<file path="config.mk">
export PLATFORM = sky130hd
export DESIGN_NAME = gate_bist
export DESIGN_NICKNAME = d
export VERILOG_FILES = /design/src/rtl/gate_bist_pkg.sv /design/src/rtl/gate_ref_model.sv /design/src/rtl/gate_bist.sv
export SDC_FILE = /design/constraint.sdc
export NUM_CORES = 1
export LEC_CHECK = 0
export ABC_AREA = 1
export BUFFER_PORTS_ARGS = -buffer_cell sky130_fd_sc_hd__buf_4
export CAP_MARGIN = 20
export CORE_MARGIN = 1.5
export CORE_UTILIZATION = 50
export DETAILED_ROUTE_END_ITERATION = 16
export HOLD_SLACK_MARGIN = 0.15
export PLACE_DENSITY = 0.73
export SLEW_MARGIN = 20
export SYNTH_ARGS = -nofsm -noshare
export SYNTH_HDL_FRONTEND = slang
export SYNTH_SLANG_ARGS = --single-unit
export TNS_END_PERCENT = 30
</file>
<file path="constraint.sdc">
create_clock -name clk -period 1.47 [get_ports clk]
set_input_delay 0.0735 -clock clk [delete_from_list [all_inputs] [get_ports clk]]
set_output_delay 0.0735 -clock clk [all_outputs]
set_load 0.01 [all_outputs]
</file>
<file path="src/rtl/gate_bist_pkg.sv">
// Shared definitions for the gate BIST engine: opcodes, FSM encoding,
// vector ordering and the 2-input gate truth-table function.
package gate_bist_pkg;

    localparam int OP_AND  = 0;
    localparam int OP_OR   = 1;
    localparam int OP_XOR  = 2;
    localparam int OP_NAND = 3;
    localparam int OP_NOR  = 4;
    localparam int OP_XNOR = 5;

    typedef enum logic [1:0] {
        ST_IDLE   = 2'd0,
        ST_SETTLE = 2'd1,
        ST_SAMPLE = 2'd2,
        ST_DONE   = 2'd3
    } state_e;

    // Vectors are applied as {a,b} = 00, 01, 10, 11.
    localparam logic [1:0] VEC_FIRST = 2'b00;
    localparam logic [1:0] VEC_LAST  = 2'b11;

    function automatic logic gate_op_eval(input int op, input logic a, input logic b);
        logic r;
        case (op)
            OP_AND:  r = a & b;
            OP_OR:   r = a | b;
            OP_XOR:  r = a ^ b;
            OP_NAND: r = ~(a & b);
            OP_NOR:  r = ~(a | b);
            OP_XNOR: r = ~(a ^ b);
            default: r = 1'b0;
        endcase
        return r;
    endfunction

endpackage

</file>
<file path="src/rtl/gate_ref_model.sv">
// Combinational golden model of one library 2-input gate, selected by GATE_OP.
// Reusable by any checker that needs the expected gate output.
module gate_ref_model
    import gate_bist_pkg::*;
#(
    parameter int GATE_OP = OP_OR
) (
    input  logic a,
    input  logic b,
    output logic expected
);

    if (GATE_OP < OP_AND || GATE_OP > OP_XNOR) begin : g_bad_op
        $error("gate_ref_model: unsupported GATE_OP %0d", GATE_OP);
    end

    assign expected = gate_op_eval(GATE_OP, a, b);

endmodule

</file>
<file path="src/rtl/gate_bist.sv">
// Sequential self-test engine for a 2-input gate: steps {a,b} through all
// four vectors, samples f after a settle window and records mismatches.
//
//   state  | meaning
//   IDLE   | a=b=0, waiting for start
//   SETTLE | {a,b}=vec driven, counting SETTLE_CYCLES
//   SAMPLE | compare f against the reference, advance or finish
//   DONE   | one-cycle done pulse, pass valid
module gate_bist
    import gate_bist_pkg::*;
#(
    parameter int GATE_OP       = OP_OR,
    parameter int SETTLE_CYCLES = 2
) (
    input  logic       clk,
    input  logic       rst,
    input  logic       start,
    input  logic       abort,
    input  logic       f,
    output logic       a,
    output logic       b,
    output logic       busy,
    output logic       done,
    output logic       pass,
    output logic [3:0] fail_mask
);

    if (SETTLE_CYCLES < 1 || SETTLE_CYCLES > 255) begin : g_bad_settle
        $error("gate_bist: SETTLE_CYCLES %0d out of range 1..255", SETTLE_CYCLES);
    end

    localparam logic [7:0] SETTLE_LAST = 8'(SETTLE_CYCLES - 1);

    state_e     state_q, state_d;
    logic [1:0] vec_q, vec_d;
    logic [7:0] cnt_q, cnt_d;
    logic [3:0] fail_q, fail_d;
    logic       pass_q, pass_d;
    logic       a_q, a_d;
    logic       b_q, b_d;
    logic       busy_q, busy_d;
    logic       done_q, done_d;
    logic       expected;

    gate_ref_model #(
        .GATE_OP (GATE_OP)
    ) u_ref (
        .a        (vec_q[1]),
        .b        (vec_q[0]),
        .expected (expected)
    );

    always_ff @(posedge clk or posedge rst) begin
        if (rst) begin
            state_q <= ST_IDLE;
            vec_q   <= VEC_FIRST;
            cnt_q   <= 8'd0;
            fail_q  <= 4'd0;
            pass_q  <= 1'b0;
            a_q     <= 1'b0;
            b_q     <= 1'b0;
            busy_q  <= 1'b0;
            done_q  <= 1'b0;
        end else begin
            state_q <= state_d;
            vec_q   <= vec_d;
            cnt_q   <= cnt_d;
            fail_q  <= fail_d;
            pass_q  <= pass_d;
            a_q     <= a_d;
            b_q     <= b_d;
            busy_q  <= busy_d;
            done_q  <= done_d;
        end
    end

    always_comb begin
        state_d = state_q;
        vec_d   = vec_q;
        cnt_d   = cnt_q;
        fail_d  = fail_q;
        pass_d  = pass_q;

        case (state_q)
            ST_IDLE: begin
                if (start) begin
                    vec_d   = VEC_FIRST;
                    cnt_d   = 8'd0;
                    fail_d  = 4'd0;
                    pass_d  = 1'b0;
                    state_d = ST_SETTLE;
                end
            end
            ST_SETTLE: begin
                if (abort) begin
                    pass_d  = 1'b0;
                    state_d = ST_IDLE;
                end else begin
                    cnt_d = cnt_q + 8'd1;
                    if (cnt_q == SETTLE_LAST) begin
                        state_d = ST_SAMPLE;
                    end
                end
            end
            ST_SAMPLE: begin
                // An abort here discards the current vector's comparison.
                if (abort) begin
                    pass_d  = 1'b0;
                    state_d = ST_IDLE;
                end else begin
                    if (f != expected) begin
                        fail_d[vec_q] = 1'b1;
                    end
                    if (vec_q == VEC_LAST) begin
                        pass_d  = (fail_d == 4'd0);
                        state_d = ST_DONE;
                    end else begin
                        vec_d   = vec_q + 2'd1;
                        cnt_d   = 8'd0;
                        state_d = ST_SETTLE;
                    end
                end
            end
            ST_DONE: begin
                state_d = ST_IDLE;
            end
            default: begin
                state_d = ST_IDLE;
            end
        endcase
    end

    // Outputs are registered from the next state so they line up with it.
    always_comb begin
        busy_d = (state_d == ST_SETTLE) || (state_d == ST_SAMPLE);
        done_d = (state_d == ST_DONE);
        a_d    = busy_d & vec_d[1];
        b_d    = busy_d & vec_d[0];
    end

    assign a         = a_q;
    assign b         = b_q;
    assign busy      = busy_q;
    assign done      = done_q;
    assign pass      = pass_q;
    assign fail_mask = fail_q;

endmodule

</file>
=== Yosys cells after proc, flatten, opt, wreduce, memory -nomap -nowiden ===
Cells that the tools add are included.

* Input bits: 5
* Logic and storage cells: 69
* Register bits after elaboration: 21
* Output and inout port bits: 9

* Bitwise gates (word level): 4
* Add/sub/neg operators: 2
* Reduce and logical (&&, ||, !) cells: 9
* $lt $le $gt $ge: 2
* Muxes and demuxes: 28
* Equal/unequal tests: 15

{| class="wikitable"
|+ Operators with widths
! kind !! count
|-
| 8-bit 2-to-1 mux || 4
|-
| 8-bit one-hot mux with 3 select lines || 1
|-
| 4-bit 2-to-1 mux || 5
|-
| 2-bit 2-to-1 mux || 8
|-
| 2-bit == test, second input constant || 5
|-
| 2-bit inequality test, second input constant || 5
|-
| 8-bit by 1-bit adder with 8-bit output, second input constant || 1
|-
| 8-bit by 1-bit == test with 1-bit output, second input constant || 1
|-
| 2-bit one-hot mux with 4 select lines || 1
|-
| 4-bit one-hot mux with 2 select lines || 1
|-
| 1-bit 2-to-1 mux || 5
|-
| 5-bit AND reduction || 1
|-
| 2-bit by 1-bit == test with 1-bit output, second input constant || 2
|-
| 4-bit zero test || 1
|-
| 4-bit bitwise OR || 1
|-
| 2-bit one-hot mux with 2 select lines || 1
|-
| 4-bit AND reduction || 1
|-
| 2-bit by 3-bit < comparator with 1-bit output, second input constant || 1
|-
| 3-bit inequality test, second input constant || 1
|-
| 1-bit one-hot mux with 3 select lines || 1
|-
| 3-bit AND reduction || 1
|-
| 3-bit nonzero test || 1
|-
| 2-bit by 1-bit adder with 2-bit output, second input constant || 1
|-
| 1-bit bitwise AND || 2
|-
| 8 further kinds || 8
|}

=== Longest topological paths before layout ===
* Depth after elaboration: 12
* Mapped depth: 9
* Gate-level depth less buffers: 9

=== Hierarchy ===
A second synthesis with hierarchy kept.

* Cell total of the unflattened synthesis: 161
* Area, all modules: 1243.7 sq um

{| class="wikitable"
|+ By module, submodules not included
! module !! cells an instance !! sequential area each (sq um) !! area an instance (sq um) !! instances
|-
| gate_bist || 158 || 525.5 || 1232.4 || 1
|-
| gate_ref_model || 3 || 0.0 || 11.3 || 1
|}

=== Worst setup path after synthesis ===
OpenSTA, ideal clock, no wires.

* Path type: register to register
* Start point: reg state_q[0]
* End point: reg b_q (netlist: b)
* Cell stages (with the launch flop): 8
* Path buffers: 0
* Setup slack: 66 ps
* Clock period less this slack: 1404 ps
* Data arrival time: 1275 ps
* Required time: 1340 ps
* Library setup time: 130 ps
* Cells stage by stage: dfrtp_1 inv_1 nor2_2 nand2_2 o22ai_1 ha_1 inv_1 a21oi_1

* Elaborated cells between the ends (all ways): 13
* Classes of those cells: 5 x eq/ne; 5 x mux; 1 x bitwise; 2 x reduce/logical

{| class="wikitable"
|+ RTL lines
! what !! RTL line !! source
|-
| start: declaration || gate_bist.sv:34 || <nowiki>state_e state_q, state_d;</nowiki>
|-
| start signal: assignment || gate_bist.sv:65 || <nowiki>state_q <= state_d;</nowiki>
|-
| 2-bit == test, or another cell as far along || gate_bist.sv:84 || <nowiki>case (state_q)</nowiki>
|-
| 2-bit one-hot mux with 4 select lines (*) || gate_bist.sv:84 ||
|-
| via state_d[1] || gate_bist.sv:34 ||
|-
| 2-bit by 1-bit == test with 1-bit output or 2-bit == test (tied branches) || gate_bist.sv:135 || <nowiki>busy_d = (state_d == ST_SETTLE) || (state_d == ST_SAMPLE);</nowiki>
|-
| 1-bit logical OR (*) || gate_bist.sv:135 ||
|-
| via busy_d || gate_bist.sv:41 || <nowiki>logic busy_q, busy_d;</nowiki>
|-
| 1-bit bitwise AND (*) || gate_bist.sv:138 || <nowiki>b_d = busy_d & vec_d[0];</nowiki>
|-
| via b_d || gate_bist.sv:40 || <nowiki>logic b_q, b_d;</nowiki>
|-
| end signal: assignment || gate_bist.sv:61 || <nowiki>b_q <= 1'b0;</nowiki>
|-
| end signal: assignment || gate_bist.sv:71 || <nowiki>b_q <= b_d;</nowiki>
|-
| end: declaration || gate_bist.sv:40 ||
|}

Mark *: on every way through the listed nets, which the timed path passes. The rest lies on a longest branch.
A chain may end at the register's enable or synchronous reset.

=== Final worst setup path ===
Same ends and word-level chain as after synthesis.

==> out/qor.txt <==
Result of the run: finished clean
Max Buffers Root-to-Sink: 2
Maximum number of pins on one net before global-route repair: 14
Net count, final: 189
IO buf count: 13
Area grow syn2layout: 29.42%
Clock edge transition at the registers on the reported setup and hold paths: 0.11 ns
Per-cell via count in the routed design: 4.986
Number of nets with antenna violations after detailed routing: 0
WL per Instance: 11.47 um
Utilization of the core after routing: 0.6747
Crit path DAT: 1.65 ns
Worst min-delay path class: in -> async
FF+latch count, synth: 21
Largest fanout on the critical path: 5
Aggregate routed wire length: 2.386 mm
Synth cell count leaders: nand2_1, dfrtp_1, inv_1
Min Clock Period, post-route: 1.449 ns
Global route overflow: 0
Area contributors post-synth: dfrtp_1, nand2_1, inv_1
Final period util: 0.9856
Max capacitance violation total: 0
RSZ-0062 raised after global routing: yes
Cell Count, Final, Fillers Out: 208
CP Launch Type: flop
Slowest-stage cell, CP: dfrtp_1
Chain of cells forming the critical path: inv_1 > nor2_2 > nand2_2 > o22ai_2 > ha_4 > inv_2 > a21oi_2
Fillers: 178
CTS tree: built
Worst slew margin relative to its limit: 0.7812
Final Hold Viols: 0
EDFF count, synth: 0
Path type of the worst setup path: reg -> reg
Area of the core: 0.002170 mm^2
Starting density of the core: 0.5213
Top-level port count: 14
Antenna violations before repair: 0
Total standard cell area after synthesis: 0.001131 mm^2
Portion of the post-synthesis area used by sequential elements: 0.4646
First-pass GRT wire length: 4.181 mm
Total via count in the routed design: 1037
Clk_skew: 0.0009718 ns
Antenna diode instance count: 0
Most area-hungry cell type in the Yosys netlist: dfrtp_1
Fraction of layout instances using a drive strength above 1: 0.3056
Mean area per synthesized cell: 7.801 um^2
Max-slew violations: 0
Async set or reset register ratio after synthesis: 1.000
Setup-failing EPs final: 0
Number of optimization iterations in the first detailed-route pass: 4
Routability congestion estimate: 0.8539
Crit path required time: 1.67 ns
Cell area power density: 1214 mW/mm^2
Fraction of post-synthesis cell area in the top cell type by area: 0.4646
Crit. End Element: flop
Source-to-sink clock delay at the later pin of the worst-skew pair: 0.31 ns
Sum of internal, switching and leakage power: 1.778 mW
Leak: 0.7720 nW
YS warnings: 0
Worst supply voltage drop on vdd: 1264 uV
Via count of the first global-routing pass: 1002
Die area: 0.002556 mm^2
Worst Max-Slew Pin Slew: 0.3278 ns
Post-synthesis instance total: 145
Max Freq: 0.6902 GHz
Detailed-route DRC error count: 0
Number of nets in the synthesized netlist: 153
Most common cell in the netlist: nand2_1
1st-iter DRT viols: 26
Chip width: 50.56 um
Top flip-flop cell by instance count after synthesis: dfrtp_1
Clock Root Buffer: clkbuf_4
Global-route usage over all layers: 0.2221
Number of different library cells in the post-synthesis netlist: 22
Chip Height: 50.56 um
Slowest stage delay, CP: 0.46 ns
Row count: 17
HPWL reported at the end of detailed placement: 1.870 mm
Number of clock buffers inserted by TritonCTS: 3
Placed Cells incl. Taps: 197
TritonCTS Sinks: 21
Number of H-tree levels: 1
[cell usage in the layout (no fill, tap or decap), drive strengths merged]
cell type / instances
a21oi: 4
buf: 28
clkbuf: 4
dfrtp: 21
dlygate4sd3: 4
ha: 3
inv: 20
nand2: 46
nand3: 11
nand4: 1
nor2: 18
nor3: 3
o211ai: 1
o21ai: 12
o21bai: 2
o22ai: 1
xor2: 1
[worst max-delay path: cells and delay by family, from the launching register on]
kind,cells,cell delay (ns)
DFF,1,0.46
and+or+nand+nor,2,0.25
AOI/OAI and AO/OA,2,0.23
buffers and inverters,2,0.15
adders and majority gates,1,0.24
[per-layer routing]
layer	wire (um)	global-route usage	part of all wire	up-vias
met5	0	0	0	-
met4	41	0.09459	0.017	0
met3	55	0.03571	0.023	5
met2	1303	0.4123	0.55	17
met1	985	0.2481	0.41	486
li1	-	-	-	529
[final timing paths]
check	depth (start not counted)	startpoint	slack, ns	to
worst max register to register	7	state_q[0]	0.02	b
worst min register to register	2	pass	0.52	pass
max in group asynchronous	4	rst	0.70	cnt_q[6]
worst min-delay path	3	rst	0.27	a
worst max-delay path	7	state_q[0]	0.02	b
min in group clk	2	pass	0.52	pass
[flip-flops by register name (all words and copies together), names as in the netlist]
| signal | count |
|---|---|
| a | 1 |
| b | 1 |
| busy | 1 |
| cnt_q | 8 |
| done | 1 |
| fail_mask | 4 |
| pass | 1 |
| state_q | 2 |
| vec_q | 2 |
[metrics by stage]
step                setup WS (ns)  cell area (um^2)  hold WS [ns]  setup TNS [ns]
finish                    0.02119              1464        0.2746               0
global route             -0.04870              1464        0.2987        -0.08050
CTS                       0.01341              1438        0.2715               0
detailed placement       -0.02031              1343       0.04199        -0.02404
global placement          0.06554              1343       0.03719               0
floorplan                 0.06555              1131       0.05003               0
[power by group]
part	switching [mW]	internal [mW]	leakage, nW
logic	0.446	0.325	0.469
clock network	0.177	0.106	0.0150
registers	0.0649	0.659	0.288
total	0.688	1.09	0.772
[logic make-up after synthesis]
group,share of synthesized area
AO/OA/AOI/OAI,0.1095
flip-flops,0.4646
adder cells (fa/ha/maj),0.03319
buffers and inverters,0.07632
XOR/XNOR,0.007745
AND/OR/NAND/NOR,0.3086
[area by class of cell]
| class | instances | area (um^2) | area share |
|---|---|---|---|
| flip-flops and latches | 21 | 525.5 | 0.3590 |
| inverters | 20 | 75.07 | 0.05128 |
| well taps | 28 | 35.03 | 0.02393 |
| clock buffers | 4 | 26.28 | 0.01795 |
| repair buffers | 32 | 250.2 | 0.1709 |
| multi-input cells | 103 | 551.8 | 0.3769 |
[repair_timing]
item,4_1_cts,5_1_grt
hold endpoints to repair,29,0
endpoints found under the setup margin,2,2
hold buffers,4,0
pin swaps,3,3
buffers inserted,1,2
resized for setup,4,4
Note: power is estimated with default switching activity, not from simulation.
